### config.mk
export PLATFORM = sky130hd
export DESIGN_NAME = qracc_window_assembler_flat
export DESIGN_NICKNAME = d
export VERILOG_FILES = /design/src/rtl/qracc_pkg.sv /design/src/rtl/qracc_window_assembler_if.sv /design/src/rtl/qracc_window_assembler.sv /design/src/flat_wrapper.sv
export SDC_FILE = /design/constraint.sdc
export NUM_CORES = 2
export LEC_CHECK = 0
export ABC_CLOCK_PERIOD_IN_PS = 6500
export CAP_MARGIN = 10
export CORE_AREA = 8 8 451 453
export CTS_CLUSTER_SIZE = 30
export DETAILED_ROUTE_END_ITERATION = 6
export DIE_AREA = 0 0 459 461
export GPL_TIMING_DRIVEN = 0
export PLACE_DENSITY = 0.6
export SYNTH_ARGS = -nofsm -noshare
export SYNTH_HDL_FRONTEND = slang
export SYNTH_SLANG_ARGS = --single-unit
### constraint.sdc
create_clock -name clk -period 6.5 [get_ports clk]
set_clock_uncertainty 0.2 [all_clocks]
set_input_delay 1.95 -clock clk [delete_from_list [all_inputs] [get_ports clk]]
set_output_delay 1.95 -clock clk [all_outputs]
set_load 0.05 [all_outputs]
### src/rtl/qracc_pkg.sv
// qracc_pkg: shared constants and fill-state encoding for the window assembler.
//   QRACC_ROW_WIDTH    - default bits per activation-buffer row
//   QRACC_MAX_FILTER_Y - default maximum rows per window
//   QRACC_FSY_W        - width of the filter-size / row-count fields
//   qracc_fill_state_e - fill state machine states (FILL, HELD)
package qracc_pkg;

  localparam int unsigned QRACC_ROW_WIDTH    = 128;
  localparam int unsigned QRACC_MAX_FILTER_Y = 8;
  localparam int unsigned QRACC_FSY_W        = 4;

  typedef enum logic [0:0] {
    FILL = 1'b0,
    HELD = 1'b1
  } qracc_fill_state_e;

endpackage

### src/rtl/qracc_window_assembler_if.sv
// qracc_window_assembler_if: row-in / window-out handshake bundle.
//   row_valid_i, row_ready_o, row_data_i, row_last_i   - activation row channel
//   window_valid_o, window_ready_i, window_o,
//   window_rows_o                                      - assembled window channel
//   err_o                                              - sticky framing error
// Modports: master = the assembler, slave = row producer / window consumer.
interface qracc_window_assembler_if #(
  parameter int unsigned rowWidth   = qracc_pkg::QRACC_ROW_WIDTH,
  parameter int unsigned maxFilterY = qracc_pkg::QRACC_MAX_FILTER_Y
);

  logic                           row_valid_i;
  logic                           row_ready_o;
  logic [rowWidth-1:0]            row_data_i;
  logic                           row_last_i;
  logic                           window_valid_o;
  logic                           window_ready_i;
  logic [rowWidth*maxFilterY-1:0] window_o;
  logic [3:0]                     window_rows_o;
  logic                           err_o;

  modport master (
    input  row_valid_i, row_data_i, row_last_i, window_ready_i,
    output row_ready_o, window_valid_o, window_o, window_rows_o, err_o
  );

  modport slave (
    output row_valid_i, row_data_i, row_last_i, window_ready_i,
    input  row_ready_o, window_valid_o, window_o, window_rows_o, err_o
  );

endinterface

### src/rtl/qracc_window_assembler.sv
// qracc_window_assembler: collects activation rows into a window of up to
// maxFilterY rows using a fill bank and an output bank, so a new window can be
// filled while the previous one waits for the consumer.
// Ports:
//   clk             - single clock, rising edge
//   rst             - synchronous active-high reset
//   clear_i         - synchronous soft clear (csr_main_clear), drops any window
//   filter_size_y_i - expected rows per window (0 means maxFilterY)
//   bus             - qracc_window_assembler_if.master (row in, window out, err)
// Optional feature: QRACC_WINDOW_ERR_CHECK_EN enables the sticky framing error;
// without it err_o is tied low and the datapath is unchanged.
module qracc_window_assembler #(
  parameter int unsigned rowWidth   = qracc_pkg::QRACC_ROW_WIDTH,
  parameter int unsigned maxFilterY = qracc_pkg::QRACC_MAX_FILTER_Y
) (
  input logic                      clk,
  input logic                      rst,
  input logic                      clear_i,
  input logic [3:0]                filter_size_y_i,
  qracc_window_assembler_if.master bus
);

  import qracc_pkg::*;

  localparam int unsigned WIN_W = rowWidth * maxFilterY;
  localparam int unsigned CNT_W = $clog2(maxFilterY + 1);

  localparam logic [0:0] ST_FILL = 1'(FILL);
  localparam logic [0:0] ST_HELD = 1'(HELD);

  logic [0:0]       state_q, state_d;
  logic [CNT_W-1:0] cnt_q, cnt_d;
  logic [WIN_W-1:0] fill_q, fill_wr;
  logic [WIN_W-1:0] win_q, win_d, win_masked;
  logic             win_valid_q, win_valid_d;
  logic [3:0]       rows_q, rows_d;
  logic             row_ready_q, row_ready_d;

  logic             row_acc, win_acc, overflow, close, out_free, xfer;
  logic [CNT_W-1:0] cnt_inc, cnt_close, xfer_cnt;

  // Handshakes and the fill bank as it looks with this cycle's row written in.
  always_comb begin
    row_acc   = bus.row_valid_i && row_ready_q;
    win_acc   = win_valid_q && bus.window_ready_i;
    overflow  = row_acc && (cnt_q == CNT_W'(maxFilterY));
    close     = row_acc && (bus.row_last_i || overflow);
    out_free  = !win_valid_q || bus.window_ready_i;
    cnt_inc   = cnt_q + CNT_W'(1);
    // An overflowing row is discarded, so the window keeps its current count.
    cnt_close = overflow ? cnt_q : cnt_inc;
    fill_wr   = fill_q;
    for (int unsigned k = 0; k < maxFilterY; k++) begin
      if (row_acc && !overflow && (cnt_q == CNT_W'(k))) begin
        fill_wr[k*rowWidth +: rowWidth] = bus.row_data_i;
      end
    end
  end

  // Fill state machine: next state, transfer decision and output-bank update.
  always_comb begin
    state_d     = state_q;
    cnt_d       = cnt_q;
    win_d       = win_q;
    win_valid_d = win_valid_q && !win_acc;
    rows_d      = rows_q;
    xfer        = 1'b0;
    xfer_cnt    = cnt_q;
    win_masked  = fill_wr;

    case (state_q)
      ST_FILL: begin
        if (close) begin
          xfer_cnt = cnt_close;
          if (out_free) begin
            xfer = 1'b1;
          end else begin
            state_d = ST_HELD;
            cnt_d   = cnt_close;
          end
        end else if (row_acc) begin
          cnt_d = cnt_inc;
        end
      end
      ST_HELD: begin
        if (win_acc) begin
          xfer    = 1'b1;
          state_d = ST_FILL;
        end
      end
      default: state_d = ST_FILL;
    endcase

    // Stale slices from earlier, longer windows must read as zero.
    for (int unsigned k = 0; k < maxFilterY; k++) begin
      if (CNT_W'(k) >= xfer_cnt) begin
        win_masked[k*rowWidth +: rowWidth] = '0;
      end
    end

    if (xfer) begin
      win_d       = win_masked;
      win_valid_d = 1'b1;
      rows_d      = 4'(xfer_cnt);
      cnt_d       = '0;
    end

    row_ready_d = (state_d == ST_FILL);
  end

  // State and datapath registers; clear_i behaves exactly like rst.
  always_ff @(posedge clk) begin
    if (rst || clear_i) begin
      state_q     <= ST_FILL;
      cnt_q       <= '0;
      fill_q      <= '0;
      win_q       <= '0;
      win_valid_q <= 1'b0;
      rows_q      <= '0;
      row_ready_q <= 1'b1;
    end else begin
      state_q     <= state_d;
      cnt_q       <= cnt_d;
      fill_q      <= fill_wr;
      win_q       <= win_d;
      win_valid_q <= win_valid_d;
      rows_q      <= rows_d;
      row_ready_q <= row_ready_d;
    end
  end

  assign bus.row_ready_o    = row_ready_q;
  assign bus.window_valid_o = win_valid_q;
  assign bus.window_o       = win_q;
  assign bus.window_rows_o  = rows_q;

`ifdef QRACC_WINDOW_ERR_CHECK_EN
  logic [3:0] fsy_eff;
  logic       err_q, err_d;

  // Sticky framing error: wrong row count on a closing row, or overflow.
  always_comb begin
    fsy_eff = (filter_size_y_i == 4'd0) ? 4'(maxFilterY) : filter_size_y_i;
    err_d   = err_q;
    if (close && (overflow || (4'(cnt_close) != fsy_eff))) begin
      err_d = 1'b1;
    end
  end

  always_ff @(posedge clk) begin
    if (rst || clear_i) begin
      err_q <= 1'b0;
    end else begin
      err_q <= err_d;
    end
  end

  assign bus.err_o = err_q;
`else
  logic unused_fsy;
  assign unused_fsy = ^filter_size_y_i;
  assign bus.err_o  = 1'b0;
`endif

endmodule

### src/flat_wrapper.sv
// flat-port wrapper written by rule: the top's interface ports become plain ports
module qracc_window_assembler_flat import qracc_pkg::*;
#(
  parameter int unsigned rowWidth   = qracc_pkg::QRACC_ROW_WIDTH,
  parameter int unsigned maxFilterY = qracc_pkg::QRACC_MAX_FILTER_Y
)
  (clk, rst, clear_i, filter_size_y_i, bus_row_valid_i, bus_row_data_i, bus_row_last_i, bus_window_ready_i, bus_row_ready_o, bus_window_valid_o, bus_window_o, bus_window_rows_o, bus_err_o);
  qracc_window_assembler_if #(.rowWidth(rowWidth), .maxFilterY(maxFilterY)) bus_i ();
  input logic clk;
  input logic rst;
  input logic clear_i;
  input logic [3:0] filter_size_y_i;
  input wire logic [$bits(bus_i.row_valid_i)-1:0] bus_row_valid_i;
  input wire logic [$bits(bus_i.row_data_i)-1:0] bus_row_data_i;
  input wire logic [$bits(bus_i.row_last_i)-1:0] bus_row_last_i;
  input wire logic [$bits(bus_i.window_ready_i)-1:0] bus_window_ready_i;
  output wire logic [$bits(bus_i.row_ready_o)-1:0] bus_row_ready_o;
  output wire logic [$bits(bus_i.window_valid_o)-1:0] bus_window_valid_o;
  output wire logic [$bits(bus_i.window_o)-1:0] bus_window_o;
  output wire logic [$bits(bus_i.window_rows_o)-1:0] bus_window_rows_o;
  output wire logic [$bits(bus_i.err_o)-1:0] bus_err_o;
  assign bus_i.row_valid_i = bus_row_valid_i;
  assign bus_i.row_data_i = bus_row_data_i;
  assign bus_i.row_last_i = bus_row_last_i;
  assign bus_i.window_ready_i = bus_window_ready_i;
  assign bus_row_ready_o = bus_i.row_ready_o;
  assign bus_window_valid_o = bus_i.window_valid_o;
  assign bus_window_o = bus_i.window_o;
  assign bus_window_rows_o = bus_i.window_rows_o;
  assign bus_err_o = bus_i.err_o;
  qracc_window_assembler #(.rowWidth(rowWidth), .maxFilterY(maxFilterY)) u_core (.clk(clk), .rst(rst), .clear_i(clear_i), .filter_size_y_i(filter_size_y_i), .bus(bus_i));
endmodule
==> out/summary.txt <==
Final estimated routing congestion in global placement -> 0.915
Met2 wire len -> 141000 um
Post-synth top area cell -> dfxtp_1
F_max -> 0.188 GHz
Global Route Usage Sum -> 0.286
Status -> finished, final reports clean
Net Sw Frac -> 0.238
Row count -> 163
Finished Layout Cells -> 11100
Nets -> 8395
CORE AREA -> 196000 um^2
TritonCTS buffer count -> 211
Startpoint Class -> primary input
Die Area -> 212000 um^2
First-pass GRT wire length -> 436000 um
Hold-fix buffers at CTS -> 0
RSZ-0062 raised after global routing -> no
Met3 WL -> 34500 um
Clock buffer depth -> 3
Fill count -> 18600
H-tree depth -> 4
Critical Path Fanout Max -> 10
Final ANT Viol Nets -> 0
Area share of the largest cell type after synthesis -> 0.611
# IOs -> 1169
Initial antenna violation count -> 36
Post-synth EDFFs -> 0
Share of layout cells above drive strength 1 -> 0.103
Max Slew Vio Count -> 0
Yosys reg bits -> 2059
DRT iter0 DRCs -> 6235
Highest routed layer -> met5
Worst-margin pin slew -> 1.37 ns
Vias per cell -> 5.30
Vias in the first global route -> 55400
M1 wire length -> 127000 um
Die width -> 459 um
Seq/Total Area, Yosys -> 0.611
Final hold violations -> 0
Clk pwr share -> 0.476
Critical Path Slowest Stage Cell -> clkbuf_1
Worst endpoint data arrival time -> 5.89 ns
Largest net degree at the start of global routing -> 17
Ys flop type -> dfxtp_1
Crit path top cell by count -> clkbuf_1
Maxcap violations -> 0
Cts repair resizes -> 0
Post-synth ARST share -> 0
Post-CTS Setup Bufs -> 0
Placed Cells -> 10700
P_int -> 19.9 mW
Total congestion overflow -> 0
Static Leak -> 31.5 nW
Worst EP required -> 7.06 ns
Sequential Power Share -> 0.485
Post-Synthesis Cells -> 6992
Pwr Total -> 26.1 mW
Post-synth cell types -> 50
Period minus WS final -> 5.33 ns
PwrDens -> 295 nW/um^2
Avg Cell Area, Syn -> 9.64 um^2
Tcrit/Tclk final -> 0.820
Worst vdd ir -> 0.256 mV
CP Cell Sequence -> clkdlybuf4s50_1, or2_2, clkbuf_1, clkbuf_1, clkbuf_1, clkbuf_1, a21oi_1, a22o_1
Routed WL -> 321000 um
TritonCTS Sinks -> 2059
CTS clk-pin slew, worst paths -> 0.07 ns
Slowest stage delay, CP -> 1.06 ns
CP Capture Type -> flip-flop
Worst setup path class -> primary input to flip-flop
Synth area leaders -> dfxtp_1, a22o_1, nand2_1
Max_slew headroom -> 0.0897
Final instance area -> 88600 um^2
Routed vias -> 58700
Dpl cell area -> 81400 um^2
Warnings, synthesis -> 0
Drt wl/cell -> 28.9 um
Buf/Inv on CP -> 5
Syn_nets -> 7134
Root buf cell -> clkbuf_16
# DRC -> 0
Port Buffers -> 1034
Comb pwr share -> 0.039
Clk_lat worst skew -> 0.88 ns
Die height -> 461 um
Initial Util -> 0.344
DR pass1 iterations -> 7
Synth Cell Area -> 67400 um^2
Final setup violation count -> 0
P_sw -> 6.22 mW
CTS tree -> done
Min-delay worst type -> flip-flop to flip-flop
Dpl hpwl -> 240000 um
Area Growth Syn to Fin -> 31.4%
Crit-path leading delay family -> buffers and inverters
## through the flow
step | utilization | setup TNS [ns] | worst slack (ns) | hold WS [ns]
6_report | 0.452 | 0 | 1.17 | 0.260
5_1_grt | 0.451 | 0 | 1.22 | 0.273
4_1_cts | 0.451 | 0 | 1.32 | 0.259
3_5_place_dp | 0.415 | 0 | 0.372 | 0.251
3_3_place_gp | 0.413 | -1.52 | -0.314 | 0.245
2_1_floorplan | - | 0 | 2.72 | 0.240
## logic make-up (layout without fill, tap and decap cells)
logic type / Yosys count / count (layout) / share of synthesized area
buf+inv: 724 / 2154 / 0.0522
other cells: 1 / 22 / 0.0000556
mux: 3 / 3 / 0.000445
compound gates: 2084 / 2084 / 0.213
xor+xnor: 4 / 4 / 0.000520
flops: 2059 / 2059 / 0.611
simple gates: 2113 / 2113 / 0.122
fa+ha+maj: 4 / 4 / 0.000742
## tightest hold or removal path, stage by stage (launching register included)
cell and delay, ns:
dfxtp_1 0.30, nand2_1 0.05, a21oi_1 0.07
## power groups by stage
stage | logic (mW) | registers [mW] | clock network, mW
floorplan | 0.440 | 13.0 | 0
global placement | 0.977 | 12.9 | 0
detailed placement | 0.996 | 12.9 | 0
CTS | 0.999 | 12.7 | 12.6
global route | 1.04 | 12.7 | 13.1
finish | 1.01 | 12.7 | 12.4
## cells in the mapped netlist (all sizes together) (2+ instances only)
cell type and number:
nand3 141, ha 4, o21ai 132, a211oi 5, and2 2, o31ai 4, clkbuf 303, nand3b 3
nand2b 4, and3 2, nand2 1928, a21oi 902, nor2b 2, a32oi 3, dfxtp 2059, mux2i 3
inv 4, or2 2, nor2 23, buf 417, a22o 1025, and3b 3, xnor2 3
## sequential cells by signal, summed over array words and instances (netlist names)
name,flops
u_core.state_q,1
u_core.cnt_q,4
u_core.bus.window_o,1024
u_core.bus.window_rows_o,4
u_core.fill_q,1024
u_core.bus.window_valid_o,1
u_core.bus.row_ready_o,1
## final cells by class
type,count,area (um^2),area share
multi-input combinational,4209,22700,0.256
buffer,720,3520,0.0398
clock inverter,66,866,0.00977
antenna,21,52.6,0.000593
inverter,4,15.0,0.000169
sequential,2059,41200,0.465
clock buffer,316,6250,0.0705
timing repair buffer,1048,10700,0.121
tap,2640,3300,0.0373
## path summary, 6_finish.rpt
kind	startpoint	endpoint	slack, ns	cells past startpoint
max	clear_i	u_core.bus.window_o[901]$_SDFFE_PP0P_	1.17	8
min	u_core.fill_q[476]$_SDFF_PP0_	u_core.fill_q[476]$_SDFF_PP0_	0.26	2
max reg2reg	u_core.cnt_q[0]$_SDFFE_PP0P_	u_core.bus.window_o[929]$_SDFFE_PP0P_	2.44	9
min reg2reg	u_core.fill_q[476]$_SDFF_PP0_	u_core.fill_q[476]$_SDFF_PP0_	0.26	2
## placed cells by master (no fill, tap or decap), drive strengths merged, types with 3 or more instances in the layout
master | synthesis | final
diode | 0 | 21
o31ai | 4 | 4
ha | 4 | 4
nor2 | 23 | 23
bufinv | 0 | 10
nand3 | 141 | 141
and3b | 3 | 3
a211oi | 5 | 5
nand2b | 4 | 4
dfxtp | 2059 | 2059
o21ai | 132 | 132
clkinv | 0 | 39
a32oi | 3 | 3
inv | 4 | 13
mux2i | 3 | 3
nand2 | 1928 | 1928
clkdlybuf4s50 | 0 | 1034
xnor2 | 3 | 3
nand3b | 3 | 3
a21oi | 902 | 902
clkinvlp | 0 | 8
buf | 417 | 431
clkbuf | 303 | 619
a22o | 1025 | 1025
## layer usage
| layer | track usage | vias to the layer above |
|---|---|---|
| li1 | - | 26500 |
| met3 | 0.0932 | 590 |
| met4 | 0.148 | 2 |
| met1 | 0.357 | 28600 |
| met2 | 0.443 | 3044 |
| met5 | 0 | - |
Note: power is estimated with default switching activity, not from simulation.
